[src/rtl/scan_mux_reg_pkg.sv]
// Shared definitions for the registered scanning multiplexer:
// mode encodings and the index-width helper used by every file.
package scan_mux_pkg;

    typedef enum logic {
        MODE_MANUAL = 1'b0,
        MODE_SCAN   = 1'b1
    } mode_e;

    // Width needed to hold an index in [0, n-1]; never less than one bit
    // so that degenerate sizes still produce a legal vector.
    function automatic int idx_width(input int n);
        return (n > 2) ? $clog2(n) : 1;
    endfunction

endpackage

[src/rtl/scan_mux_reg_if.sv]
// Bus bundle between the channel source / display consumer and the
// registered scanning multiplexer.
interface scan_mux_reg_if
    import scan_mux_pkg::*;
#(
    parameter int N_CH  = 4,
    parameter int WIDTH = 8
);

    localparam int SEL_W = idx_width(N_CH);

    logic                  en;
    logic                  mode;
    logic [SEL_W-1:0]      sel;
    logic [N_CH*WIDTH-1:0] data_in;
    logic [WIDTH-1:0]      data_out;
    logic [SEL_W-1:0]      ch_out;
    logic                  wrap;

    // Producer side: drives control and channel data, observes the output.
    modport master (
        output en, mode, sel, data_in,
        input  data_out, ch_out, wrap
    );

    // Multiplexer side.
    modport slave (
        input  en, mode, sel, data_in,
        output data_out, ch_out, wrap
    );

endinterface

[src/rtl/scan_mux_reg_scan_ctr.sv]
// Scan sequencer: dwell counter, channel pointer and wrap pulse.
// The pointer is restarted on scan entry and otherwise advances once
// every SCAN_DIV enabled cycles while scanning.
module scan_ctr
    import scan_mux_pkg::*;
#(
    parameter  int N_CH     = 4,
    parameter  int SCAN_DIV = 4,
    localparam int SEL_W    = idx_width(N_CH)
) (
    input  logic             clk,
    input  logic             reset,
    input  logic             en_i,
    input  logic             entry_i,
    input  logic             run_i,
    output logic [SEL_W-1:0] ptr_o,
    output logic             wrap_o
);

    localparam int CNT_W = idx_width(SCAN_DIV);

    localparam logic [CNT_W-1:0] CNT_LAST = CNT_W'(SCAN_DIV - 1);
    localparam logic [SEL_W-1:0] PTR_LAST = SEL_W'(N_CH - 1);

    logic [CNT_W-1:0] cnt_q, cnt_d;
    logic [SEL_W-1:0] ptr_q, ptr_d;
    logic             wrap_q, wrap_d;

    // Next-state: restart on entry, step the dwell while running, else hold.
    always_comb begin
        cnt_d  = cnt_q;
        ptr_d  = ptr_q;
        wrap_d = 1'b0;
        if (en_i) begin
            if (entry_i) begin
                cnt_d = '0;
                ptr_d = '0;
            end else if (run_i) begin
                if (cnt_q == CNT_LAST) begin
                    cnt_d = '0;
                    if (ptr_q == PTR_LAST) begin
                        ptr_d  = '0;
                        wrap_d = 1'b1;
                    end else begin
                        ptr_d = ptr_q + SEL_W'(1);
                    end
                end else begin
                    cnt_d = cnt_q + CNT_W'(1);
                end
            end
        end
    end

    // Sequencer state registers, cleared asynchronously.
    always_ff @(posedge clk or posedge reset) begin
        if (reset) begin
            cnt_q  <= '0;
            ptr_q  <= '0;
            wrap_q <= 1'b0;
        end else begin
            cnt_q  <= cnt_d;
            ptr_q  <= ptr_d;
            wrap_q <= wrap_d;
        end
    end

    assign ptr_o  = ptr_q;
    assign wrap_o = wrap_q;

endmodule

[src/rtl/scan_mux_reg.sv]
// Registered N-channel multiplexer with clock enable and an auto-scan
// mode that cycles through the channels (e.g. multiplexed LED displays).
// Every output is a flop; there is no combinational input-to-output path.
module scan_mux_reg
    import scan_mux_pkg::*;
#(
    parameter int N_CH     = 4,
    parameter int WIDTH    = 8,
    parameter int SCAN_DIV = 4
) (
    input  logic          clk,
    input  logic          reset,
    scan_mux_reg_if.slave bus
);

    localparam int SEL_W = idx_width(N_CH);

    // Channel picker; indices beyond the last channel yield zero, which
    // covers the unused codes when N_CH is not a power of two.
    function automatic logic [WIDTH-1:0] pick(
        input logic [N_CH*WIDTH-1:0] d,
        input logic [SEL_W-1:0]      idx
    );
        logic [WIDTH-1:0] r;
        r = '0;
        for (int k = 0; k < N_CH; k++) begin
            if (int'(idx) == k) r = d[k*WIDTH +: WIDTH];
        end
        return r;
    endfunction

    mode_e            mode_in;
    mode_e            mode_q;
    logic             scan_entry;
    logic             scan_run;
    logic [SEL_W-1:0] ptr;
    logic             wrap;
    logic [WIDTH-1:0] data_q, data_d;
    logic [SEL_W-1:0] ch_q, ch_d;

    assign mode_in    = mode_e'(bus.mode);
    // Entry is a mode edge, detected against the previous edge's mode even
    // when disabled, so a deferred entry is never re-detected later.
    assign scan_entry = (mode_in == MODE_SCAN) && (mode_q == MODE_MANUAL);
    assign scan_run   = (mode_in == MODE_SCAN) && (mode_q == MODE_SCAN);

    scan_ctr #(
        .N_CH     (N_CH),
        .SCAN_DIV (SCAN_DIV)
    ) u_scan_ctr (
        .clk     (clk),
        .reset   (reset),
        .en_i    (bus.en),
        .entry_i (scan_entry),
        .run_i   (scan_run),
        .ptr_o   (ptr),
        .wrap_o  (wrap)
    );

    // Output-stage next state: select-driven, scan restart, or scan pointer.
    always_comb begin
        data_d = data_q;
        ch_d   = ch_q;
        if (bus.en) begin
            if (mode_in == MODE_MANUAL) begin
                data_d = pick(bus.data_in, bus.sel);
                ch_d   = bus.sel;
            end else if (scan_entry) begin
                data_d = pick(bus.data_in, SEL_W'(0));
                ch_d   = '0;
            end else begin
                data_d = pick(bus.data_in, ptr);
                ch_d   = ptr;
            end
        end
    end

    // Output and mode-history registers; mode_q ignores the enable.
    always_ff @(posedge clk or posedge reset) begin
        if (reset) begin
            mode_q <= MODE_MANUAL;
            data_q <= '0;
            ch_q   <= '0;
        end else begin
            mode_q <= mode_in;
            data_q <= data_d;
            ch_q   <= ch_d;
        end
    end

    assign bus.data_out = data_q;
    assign bus.ch_out   = ch_q;
    assign bus.wrap     = wrap;

endmodule

[src/flat_wrapper.sv]
// flat-port wrapper written by rule: the top's interface ports become plain ports
module scan_mux_reg_flat import scan_mux_pkg::*;
#(
    parameter int N_CH     = 4,
    parameter int WIDTH    = 8,
    parameter int SCAN_DIV = 4
)
  (clk, reset, bus_en, bus_mode, bus_sel, bus_data_in, bus_data_out, bus_ch_out, bus_wrap);
  scan_mux_reg_if #(.N_CH(N_CH), .WIDTH(WIDTH)) bus_i ();
  input  logic clk;
  input  logic reset;
  input wire logic [$bits(bus_i.en)-1:0] bus_en;
  input wire logic [$bits(bus_i.mode)-1:0] bus_mode;
  input wire logic [$bits(bus_i.sel)-1:0] bus_sel;
  input wire logic [$bits(bus_i.data_in)-1:0] bus_data_in;
  output wire logic [$bits(bus_i.data_out)-1:0] bus_data_out;
  output wire logic [$bits(bus_i.ch_out)-1:0] bus_ch_out;
  output wire logic [$bits(bus_i.wrap)-1:0] bus_wrap;
  assign bus_i.en = bus_en;
  assign bus_i.mode = bus_mode;
  assign bus_i.sel = bus_sel;
  assign bus_i.data_in = bus_data_in;
  assign bus_data_out = bus_i.data_out;
  assign bus_ch_out = bus_i.ch_out;
  assign bus_wrap = bus_i.wrap;
  scan_mux_reg #(.N_CH(N_CH), .WIDTH(WIDTH), .SCAN_DIV(SCAN_DIV)) u_core (.clk(clk), .reset(reset), .bus(bus_i));
endmodule
[config.mk]
export PLATFORM = sky130hd
export DESIGN_NAME = scan_mux_reg_flat
export DESIGN_NICKNAME = d
export VERILOG_FILES = /design/src/rtl/scan_mux_reg_pkg.sv /design/src/rtl/scan_mux_reg_if.sv /design/src/rtl/scan_mux_reg_scan_ctr.sv /design/src/rtl/scan_mux_reg.sv /design/src/flat_wrapper.sv
export SDC_FILE = /design/constraint.sdc
export NUM_CORES = 1
export LEC_CHECK = 0
export BUFFER_PORTS_ARGS = -buffer_cell sky130_fd_sc_hd__buf_2
export CAP_MARGIN = 0
export CORE_MARGIN = 2
export CORE_UTILIZATION = 45
export DETAILED_ROUTE_END_ITERATION = 10
export GPL_ROUTABILITY_DRIVEN = 0
export GPL_TIMING_DRIVEN = 0
export PLACE_DENSITY = 0.74
export REMOVE_ABC_BUFFERS = 1
export SYNTH_ARGS = -nofsm -noshare
export SYNTH_HDL_FRONTEND = slang
export SYNTH_SLANG_ARGS = --single-unit
[constraint.sdc]
create_clock -name clk -period 3.9 [get_ports clk]
set_input_delay 0.78 -clock clk [delete_from_list [all_inputs] [get_ports clk]]
set_output_delay 0.78 -clock clk [all_outputs]
set_load 0.01 [all_outputs]
==> results of run 1 <==
-- logic make-up (layout without fill, tap and decap cells) --
kind of cell / Yosys count / in the layout / share of synthesized area
AO/OA/AOI/OAI: 43 / 43 / 0.238
adder cells (fa/ha/maj): 5 / 5 / 0.0473
buffers and inverters: 20 / 58 / 0.0833
flip-flops: 16 / 16 / 0.303
multiplexers: 9 / 9 / 0.0870
AND/OR/NAND/NOR: 69 / 69 / 0.241
-- sequential cells by signal (all words and copies together), names as in the netlist --
name                      count
u_core.u_scan_ctr.cnt_q       2
u_core.u_scan_ctr.wrap_o      1
u_core.bus.ch_out             2
u_core.bus.data_out           8
u_core.mode_q                 1
u_core.u_scan_ctr.ptr_o       2
-- cell type report --
type,instances,area [µm²],area share
Sequential cell,16,400,0.260
Timing Repair Buffer,48,240,0.156
Inverter,7,26.3,0.0171
Tap cell,31,38.8,0.0252
Multi-Input combinational cell,126,812,0.527
Clock buffer,3,22.5,0.0146
-- worst reg2reg max path: cells and delay by family, from the launching register on --
| kind | cells | cell delay, ns |
|---|---|---|
| adders and majority gates | 1 | 0.49 |
| and+or+nand+nor | 2 | 0.29 |
| DFF | 1 | 0.45 |
| AOI/OAI and AO/OA | 2 | 0.54 |
-- layer usage --
layer / global-route usage / vias up / part of all wire
li1: - / 667 / -
met2: 0.398 / 56 / 0.51
met5: 0 / - / 0
met4: 0.0764 / 0 / 0.013
met1: 0.271 / 650 / 0.40
met3: 0.0223 / 4 / 0.071
-- per-stage QoR --
stage               power (mW)  hold slack, ns  std cells  utilization
floorplan                0.275           0.454        149            -
global placement         0.335           0.468        228        0.546
detailed placement       0.341           0.487        228        0.546
CTS                      0.429           0.509        231        0.554
global route             0.455           0.540        231        0.554
finish                   0.426           0.502        231        0.554
-- power groups by stage --
stage                     clock [mW]  combinational (mW)  sequential [mW]
after detailed placement           0               0.139            0.203
after global routing          0.0969               0.156            0.202
after floorplan                    0              0.0684            0.207
after global placement             0               0.134            0.201
after CTS                     0.0909               0.139            0.199
final                         0.0884               0.138            0.200
-- synthesized netlist by cell type --
| cell | instances |
|---|---|
| a21o_1 | 1 |
| nand2b_1 | 9 |
| nor2_1 | 18 |
| a21oi_1 | 4 |
| o21ai_2 | 1 |
| o211ai_1 | 6 |
| o21ai_0 | 5 |
| a31oi_4 | 1 |
| buf_2 | 6 |
| nand3_1 | 18 |
| a222oi_1 | 6 |
| inv_1 | 7 |
| dfrtp_1 | 16 |
| mux4_2 | 2 |
| o31ai_1 | 1 |
| or2b_1 | 1 |
| buf_1 | 1 |
| nand4b_1 | 1 |
| clkbuf_1 | 3 |
| o21ai_4 | 1 |
| nand2_1 | 20 |
| mux2i_1 | 7 |
| buf_4 | 1 |
| and2_1 | 1 |
| ha_1 | 5 |
| buf_12 | 1 |
| a22o_1 | 2 |
| buf_6 | 1 |
| o21ai_1 | 6 |
| a31oi_1 | 9 |
| nand3b_1 | 1 |
-- layout by cell type (no fill, tap or decap), drive strengths merged --
master,synthesis,layout
a21o,1,1
a21oi,4,4
a222oi,6,6
a22o,2,2
a31oi,10,10
and2,1,1
buf,10,48
clkbuf,3,3
dfrtp,16,16
ha,5,5
inv,7,7
mux2i,7,7
mux4,2,2
nand2,20,20
nand2b,9,9
nand3,18,18
nand3b,1,1
nand4b,1,1
nor2,18,18
o211ai,6,6
o21ai,13,13
o31ai,1,1
or2b,1,1
-- final timing paths --
kind	start	to	slack (ns)
hold reg to reg	u_core.u_scan_ctr.cnt_q[1]	u_core.u_scan_ctr.cnt_q[1]	0.50
setup / recovery	u_core.u_scan_ctr.ptr_o[0]	u_core.bus.data_out[2]	2.03
setup reg to reg	u_core.u_scan_ctr.ptr_o[0]	u_core.bus.data_out[2]	2.03
min in group asynchronous	reset	u_core.bus.data_out[1]	0.55
hold / removal	u_core.u_scan_ctr.cnt_q[1]	u_core.u_scan_ctr.cnt_q[1]	0.50
max in group asynchronous	reset	u_core.u_scan_ctr.cnt_q[0]	2.94
==> run_results.csv, run 1 <==
group,metric,value,unit
cells_and_area,design_area,1540,µm²
floorplan,die_area,3390,µm²
power_and_ir_drop,comb_power_share,0.324,
critical_path,crit_cells,5,
synth,netlist-cell-type-count,31,
drt,viasPerCell,5.96,
drt,drt_iter0_drc,78,
sta,fmax,535,MHz
drt,wl_per_cell,15.1,µm
drt,wirelength,3490,µm
grt,overflow,0,
placed_design,portBuffers,48,
sta,maxSlewHeadroom,0.574,
sta,fin_crit,1.87,ns
sta,slew_violations,0,
synth,yosys.area.top_type,"dfrtp_1",
power_and_ir_drop,p_per_area,276,nW/µm²
drt,drc,0,
critical_path,worst_path_max_delay_cell,"ha_1",
drt,drtAntennaViolNets,0,
clocking,cts_max_level,1,
clocking,cts_hold_buffers,0,
clocking,clkLatencyLatePin,0.28,ns
clocking,path_clk_slew,0.10,ns
synth,synth_warnings,0,
critical_path,critPathLaunchType,"flip-flop",
synth,ys_ff_latch,16,
power_and_ir_drop,internal_power,0.281,mW
sta,tightest_slew,0.639,ns
cells_and_area,drive_gt1_frac,0.280,
cells_and_area,diodes,0,
sta,period_share,0.479,
placed_design,dp_hpwl,2480,µm
synth,synthCells,162,
grt,grt_pass1_wl,5750,µm
cells_and_area,n_fill_cell,260,
synth,syn_area_per_cell,8.16,µm²
synth,synthesis.area,1320,µm²
power_and_ir_drop,p_clk_frac,0.208,
power_and_ir_drop,power.leakage,0.716,nW
critical_path,crit_type,"flip-flop to flip-flop",
run,drv_cap,0,
power_and_ir_drop,p_seq_frac,0.469,
clocking,cts_root_buf,"clkbuf_4",
critical_path,crit_path_end_kind,"flip-flop",
power_and_ir_drop,peakVddDrop,0.193,mV
critical_path,worst_path_dominant_cell_family,"compound AO/OA/AOI/OAI gates",
critical_path,cp_max_fo,12,
synth,yosys-top-cells-area,"dfrtp_1 (30%), nand3_1 (6.8%), nand2_1 (5.7%)",
synth,yosysSeqAreaShare,0.303,
hold_path,holdPathStages,2,
clocking,tritoncts,"done",
sta,fin_skew,0.0100,ns
critical_path,required,4.07,ns
sta,setup_viol,0,
sta,hold_viol,0,
power_and_ir_drop,p_sw,0.144,mW
critical_path,rr_worst_depth,5,
synth,synth_top_area_frac,0.303,
critical_path,crit_arrival,2.04,ns
critical_path,slowest_delay,0.48,ns
cells_and_area,nets,245,
placed_design,place_ws,1.80,ns
clocking,numCtsBuffers,3,
power_and_ir_drop,p_sw_frac,0.339,
floorplan,io_pins,49,
sta,tns,0,ns
sta,fin_ws,2.03,ns
status,status,"finished, final reports clean",
drt,firstDrtPassIters,4,
placed_design,dpl_cell_area,1520,µm²
drt,vias,1377,
cells_and_area,synthToLayoutAreaGrowth,16.5,%
floorplan,die_x,58.2,µm
grt,grt_pass1_vias,1307,
floorplan,initial_core_util,0.475,
grt,grt_max_degree,26,
clocking,cts_resized,0,
clocking,clock_path_buffers,2,
floorplan,rows,19,
floorplan,core,2780,µm²
clocking,cts.sinks,16,
sta,rsz0062_at_grt,"no",
grt,antenna_found_initial,0,
hold_path,hp-class,"flip-flop to flip-flop",
critical_path,crit_buf_inv,0,
clocking,post-cts-setup-buffer-count,0,
critical_path,cp_cell_sequence,"ha_1 > nand4b_1 > o21ai_4 > a222oi_1 > nor2_1",
floorplan,die_h,58.2,µm
grt,grtUsageTotal,0.220,
Power figures use the tool's default switching activity.
==> run 2: changes to the inputs <==
ABC_AREA = 1   (was default)
PLACE_DENSITY = 0.73   (was 0.74)
clock period = 1.8 ns   (was 3.9 ns; I/O delays follow)
==> run_results.csv, run 2 <==
group,metric,value,unit
run,drv_cap,0,
synth,synthAdderAreaFrac,0.0435,
grt,grt_max_degree,23,
critical_path,crit_cells,9,
cells_and_area,final_common_cell,"nand2_1",
synth,yosysSeqAreaShare,0.278,
sta,fin_crit,1.65,ns
critical_path,critPathLaunchType,"flip-flop",
critical_path,crit_end,"u_core.bus.data_out[7]",
floorplan,initial_core_util,0.471,
drt,drt_iter0_drc,77,
clocking,post-cts-setup-buffer-count,0,
clocking,tritoncts,"done",
cells_and_area,diodes,0,
synth,synth_edf_count,0,
critical_path,startpoint,"u_core.u_scan_ctr.ptr_o[0]",
clocking,clkLatencyLatePin,0.31,ns
power_and_ir_drop,p_per_area,901,nW/µm²
synth,synth_ff_type,"dfrtp_1",
clocking,numCtsBuffers,3,
synth,synth_most_common_cell,"nand2_1",
power_and_ir_drop,peakVddDrop,0.541,mV
floorplan,die_h,60.5,µm
sta,period_share,0.915,
clocking,path_clk_slew,0.12,ns
drt,vias,1590,
critical_path,regToRegStartpoint,"u_core.u_scan_ctr.ptr_o[0]",
cells_and_area,largest_reg_flops,8,
grt,grtUsageTotal,0.233,
sta,tightest_slew,0.640,ns
sta,fin_skew,0.0254,ns
synth,synthesis.area,1440,µm²
sta,fmax,607,MHz
placed_design,place_ws,0.118,ns
drt,viasPerCell,5.03,
synth,syn_area_per_cell,6.26,µm²
drt,firstDrtPassIters,4,
critical_path,r2r_setup_slack,0.15,ns
critical_path,cpMostUsedCell,"nor2_1",
floorplan,die_x,60.5,µm
sta,maxSlewHeadroom,0.573,
critical_path,crit_buf_inv,2,
cells_and_area,nets,316,
grt,overflow,0,
sta,setup_viol,0,
grt,antenna_found_initial,0,
synth,netlist-cell-type-count,21,
clocking,cts_hold_buffers,0,
sta,fin_ws,0.153,ns
cells_and_area,drive_gt1_frac,0.232,
floorplan,die_area,3670,µm²
clocking,cts_max_level,1,
floorplan,rows,20,
synth,ys_ff_latch,16,
synth,yosys-top-cells-area,"dfrtp_1 (28%), nand2_1 (15%), nor2_1 (12%)",
critical_path,reg2reg_to,"u_core.bus.data_out[7]",
critical_path,rr_worst_depth,9,
critical_path,cp_max_fo,9,
clocking,clock_path_buffers,2,
critical_path,crit_path_end_kind,"flip-flop",
hold_path,hp-class,"primary input to async pin",
synth,synth_compound_area_frac,0.161,
critical_path,slowest_delay,0.42,ns
critical_path,crit_type,"flip-flop to flip-flop",
drt,drc,0,
sta,rsz0062_at_grt,"no",
grt,grt_pass1_wl,6310,µm
floorplan,core,3050,µm²
status,status,"finished, final reports clean",
synth,synthTopCellsByCount,"nand2_1 (59), nor2_1 (46), nand3_1 (27)",
power_and_ir_drop,power.leakage,0.898,nW
clocking,cts_root_buf,"clkbuf_4",
synth,muxShareOfSynthArea,0,
floorplan,io_pins,49,
cells_and_area,synthToLayoutAreaGrowth,16.5,%
synth,synth_top_family_by_area,"simple AND/OR/NAND/NOR gates",
sta,tns,0,ns
critical_path,worst_path_dominant_cell_family,"simple AND/OR/NAND/NOR gates",
sta,slew_violations,0,
synth,synthArstFlopShare,1.00,
sta,hold_viol,0,
drt,wirelength,3850,µm
synth,synth_warnings,0,
placed_design,dp_hpwl,2770,µm
drt,drtAntennaViolNets,0,
critical_path,required,1.99,ns
cells_and_area,final_cell_mix,"nand2_1 (59), buf_2 (48), nor2_1 (46)",
drt,wl_per_cell,12.2,µm
synth,synth_xor_xnor_area_share,0,
clocking,cts.sinks,16,
synth,synth-simple-area-share,0.403,
synth,synthCells,230,
critical_path,crit_arrival,1.83,ns
grt,grt_pass1_vias,1385,
placed_design,portBuffers,48,
synth,yosys.area.top_type,"dfrtp_1",
critical_path,cp_cell_sequence,"inv_1 > ha_2 > inv_1 > nor2_1 > nor2_1 > nand2_1 > nand2_1 > nor2_1 > nor2_1",
synth,synth_top_area_frac,0.278,
critical_path,worst_path_max_delay_cell,"dfrtp_1",
-- run 2: cell count changes after synthesis, sizes merged, moves of 10 or more --
cell	before	now
a31oi	10	0
nor2	18	47
inv	7	18
nand2	20	62
a21oi	4	23
-- run 2: per-stage QoR --
stage | hold slack [ns] | cells | cell area (µm²) | util | power (mW)
6_report | 0.108 | 316 | 1680 | 0.549 | 1.51
5_1_grt | 0.168 | 316 | 1680 | 0.549 | 1.68
4_1_cts | 0.131 | 316 | 1670 | 0.548 | 1.52
3_5_place_dp | 0.463 | 312 | 1640 | 0.536 | 1.26
3_3_place_gp | 0.466 | 312 | 1640 | 0.536 | 1.25
2_1_floorplan | 0.274 | 220 | 1340 | - | 1.01
-- run 2: metal layers --
metal | share of wire | up-vias | track usage
li1 | - | 837 | -
met1 | 0.43 | 695 | 0.307
met2 | 0.49 | 53 | 0.373
met3 | 0.077 | 5 | 0.0490
met4 | 0.0088 | 0 | 0.0963
met5 | 0 | - | 0
-- run 2: cell type report --
class	instances	area, µm²
fillers	341	1380
clock buffers	4	36.3
inverters	18	67.6
multi-input cells	186	877
repair buffers	48	240
flip-flops and latches	16	400
well taps	44	55.1
-- run 2: cell families after synthesis --
logic type	after synthesis
AO/OA/AOI/OAI	43
AND/OR/NAND/NOR	138
adder cells (fa/ha/maj)	5
flip-flops	16
buffers and inverters	28
-- run 2: power breakdown --
group | switching, mW | internal, mW
Combinational | 0.499 | 0.286
Clock | 0.129 | 0.123
Sequential | 0.0436 | 0.430
-- run 2: worst min path at each step --
stage	cells after the start	slack, ns	startpoint	end
CTS	2	0.13	reset	u_core.u_scan_ctr.ptr_o[1]
detailed placement	1	0.46	u_core.bus.ch_out[1]	u_core.bus.ch_out[1]
floorplan	1	0.27	reset	u_core.bus.ch_out[0]
global route	2	0.17	reset	u_core.u_scan_ctr.ptr_o[1]
finish	2	0.11	reset	u_core.u_scan_ctr.ptr_o[1]
global placement	1	0.47	u_core.bus.ch_out[1]	u_core.bus.ch_out[1]
-- run 2: repair_timing --
| action | CTS | global route |
|---|---|---|
| hold endpoints to repair | 0 | 0 |
| setup endpoints to repair | 0 | 2 |
| gates resized for setup | 0 | 1 |
==> run 3: changes to the inputs <==
CTS_BUF_LIST = sky130_fd_sc_hd__clkbuf_8   (was default)
PLACE_DENSITY = 0.81   (was 0.73)
==> run_results.csv, run 3 (synthesis gave the netlist of run 2 again) <==
group,metric,value,unit
status,status,"finished, final reports clean",
placed_design,post-place-cells,312,
sta,hold_viol,0,
drt,wirelength,3890,µm
cells_and_area,finalNonFillerCells,316,
cells_and_area,final_cell_mix,"nand2_1 (59), buf_2 (48), nor2_1 (46)",
drt,drtAntennaViolNets,0,
critical_path,crit_arrival,1.76,ns
critical_path,crit_type,"flip-flop to flip-flop",
grt,grt_max_degree,23,
cells_and_area,nets,316,
sta,tns,0,ns
clocking,cts_resized,0,
sta,holdWs,0.163,ns
grt,antenna_found_initial,0,
clocking,tritoncts,"done",
power_and_ir_drop,p_per_area,940,nW/µm²
critical_path,cp_max_fo,9,
sta,slew_violations,0,
clocking,clkLatencyLatePin,0.26,ns
power_and_ir_drop,power.leakage,0.906,nW
critical_path,cpMostUsedCell,"nand2_1",
drt,viasPerCell,5.09,
critical_path,slowest_delay,0.40,ns
critical_path,rr_worst_depth,9,
critical_path,worst_path_dominant_cell_family,"flip-flops",
grt,grt_pass1_vias,1515,
critical_path,cp_cell_sequence,"inv_1 > ha_1 > inv_2 > nand2_1 > o21ai_0 > nand2_1 > nand2_1 > nor2_1 > nor2_1",
floorplan,die_h,60.5,µm
sta,tightest_slew,0.622,ns
sta,maxSlewHeadroom,0.585,
sta,fin_crit,1.61,ns
placed_design,dp_hpwl,2790,µm
cells_and_area,synthToLayoutAreaGrowth,17.8,%
clocking,cts_max_level,1,
critical_path,crit_buf_inv,2,
placed_design,portBuffers,48,
sta,fin_skew,0.00912,ns
sta,setup_viol,0,
floorplan,initial_core_util,0.471,
drt,wl_per_cell,12.3,µm
critical_path,critPathLaunchType,"flip-flop",
cells_and_area,drive_gt1_frac,0.232,
critical_path,crit_cells,9,
floorplan,die_x,60.5,µm
critical_path,r2r_setup_slack,0.19,ns
cells_and_area,final_common_cell,"nand2_1",
grt,grt_pass1_wl,6550,µm
floorplan,core,3050,µm²
critical_path,crit_end,"u_core.bus.data_out[6]",
grt,overflow,0,
drt,firstDrtPassIters,4,
floorplan,rows,20,
clocking,cts_root_buf,"clkbuf_8",
clocking,clock_path_buffers,2,
clocking,path_clk_slew,0.07,ns
critical_path,required,1.95,ns
run,drv_cap,0,
critical_path,worst_path_max_delay_cell,"dfrtp_1",
sta,period_share,0.896,
floorplan,io_pins,49,
clocking,numCtsBuffers,3,
grt,grtUsageTotal,0.240,
clocking,post-cts-setup-buffer-count,0,
drt,drc,0,
cells_and_area,largest_reg_flops,8,
sta,rsz0062_at_grt,"no",
power_and_ir_drop,power,1.59,mW
cells_and_area,diodes,0,
critical_path,startpoint,"u_core.u_scan_ctr.ptr_o[1]",
floorplan,die_area,3670,µm²
power_and_ir_drop,peakVddDrop,0.622,mV
drt,drt_iter0_drc,135,
clocking,cts_hold_buffers,0,
sta,fmax,620,MHz
clocking,cts.sinks,16,
drt,vias,1610,
hold_path,hp-class,"primary input to async pin",
critical_path,regToRegStartpoint,"u_core.u_scan_ctr.ptr_o[1]",
critical_path,crit_path_end_kind,"flip-flop",
critical_path,reg2reg_to,"u_core.bus.data_out[6]",
[run 3: worst min-delay path by stage]
stage / start / end / cells after the start
2_1_floorplan: reset / u_core.bus.ch_out[0] / 1
3_3_place_gp: u_core.bus.ch_out[1] / u_core.bus.ch_out[1] / 1
3_5_place_dp: u_core.bus.ch_out[1] / u_core.bus.ch_out[1] / 1
4_1_cts: reset / u_core.bus.data_out[2] / 2
5_1_grt: reset / u_core.bus.data_out[2] / 2
6_report: reset / u_core.bus.data_out[2] / 2
[run 3: cell type report]
type,instances,area [µm²]
Fill cell,327,1360
Multi-Input combinational cell,186,877
Sequential cell,16,400
Timing Repair Buffer,48,240
Inverter,18,67.6
Clock buffer,4,55.1
Tap cell,44,55.1
[run 3: per-layer routing]
| layer | track usage | up-vias | part of all wire |
|---|---|---|---|
| met5 | 0 | - | 0 |
| met4 | 0.0559 | 0 | 0.0044 |
| met3 | 0.0490 | 2 | 0.077 |
| met2 | 0.436 | 65 | 0.49 |
| met1 | 0.292 | 712 | 0.43 |
| li1 | - | 831 | - |
[run 3: through the flow]
step           utilization  worst slack (ns)  area, µm²
6_report             0.555             0.186       1700
5_1_grt              0.555            0.0301       1700
4_1_cts              0.555             0.135       1690
3_5_place_dp         0.536             0.145       1640
3_3_place_gp         0.536             0.149       1640
2_1_floorplan            -             0.410       1340
[run 3: power by group]
part | internal [mW] | switching (mW)
Clock | 0.195 | 0.140
Combinational | 0.287 | 0.496
Sequential | 0.431 | 0.0451
Total | 0.913 | 0.681
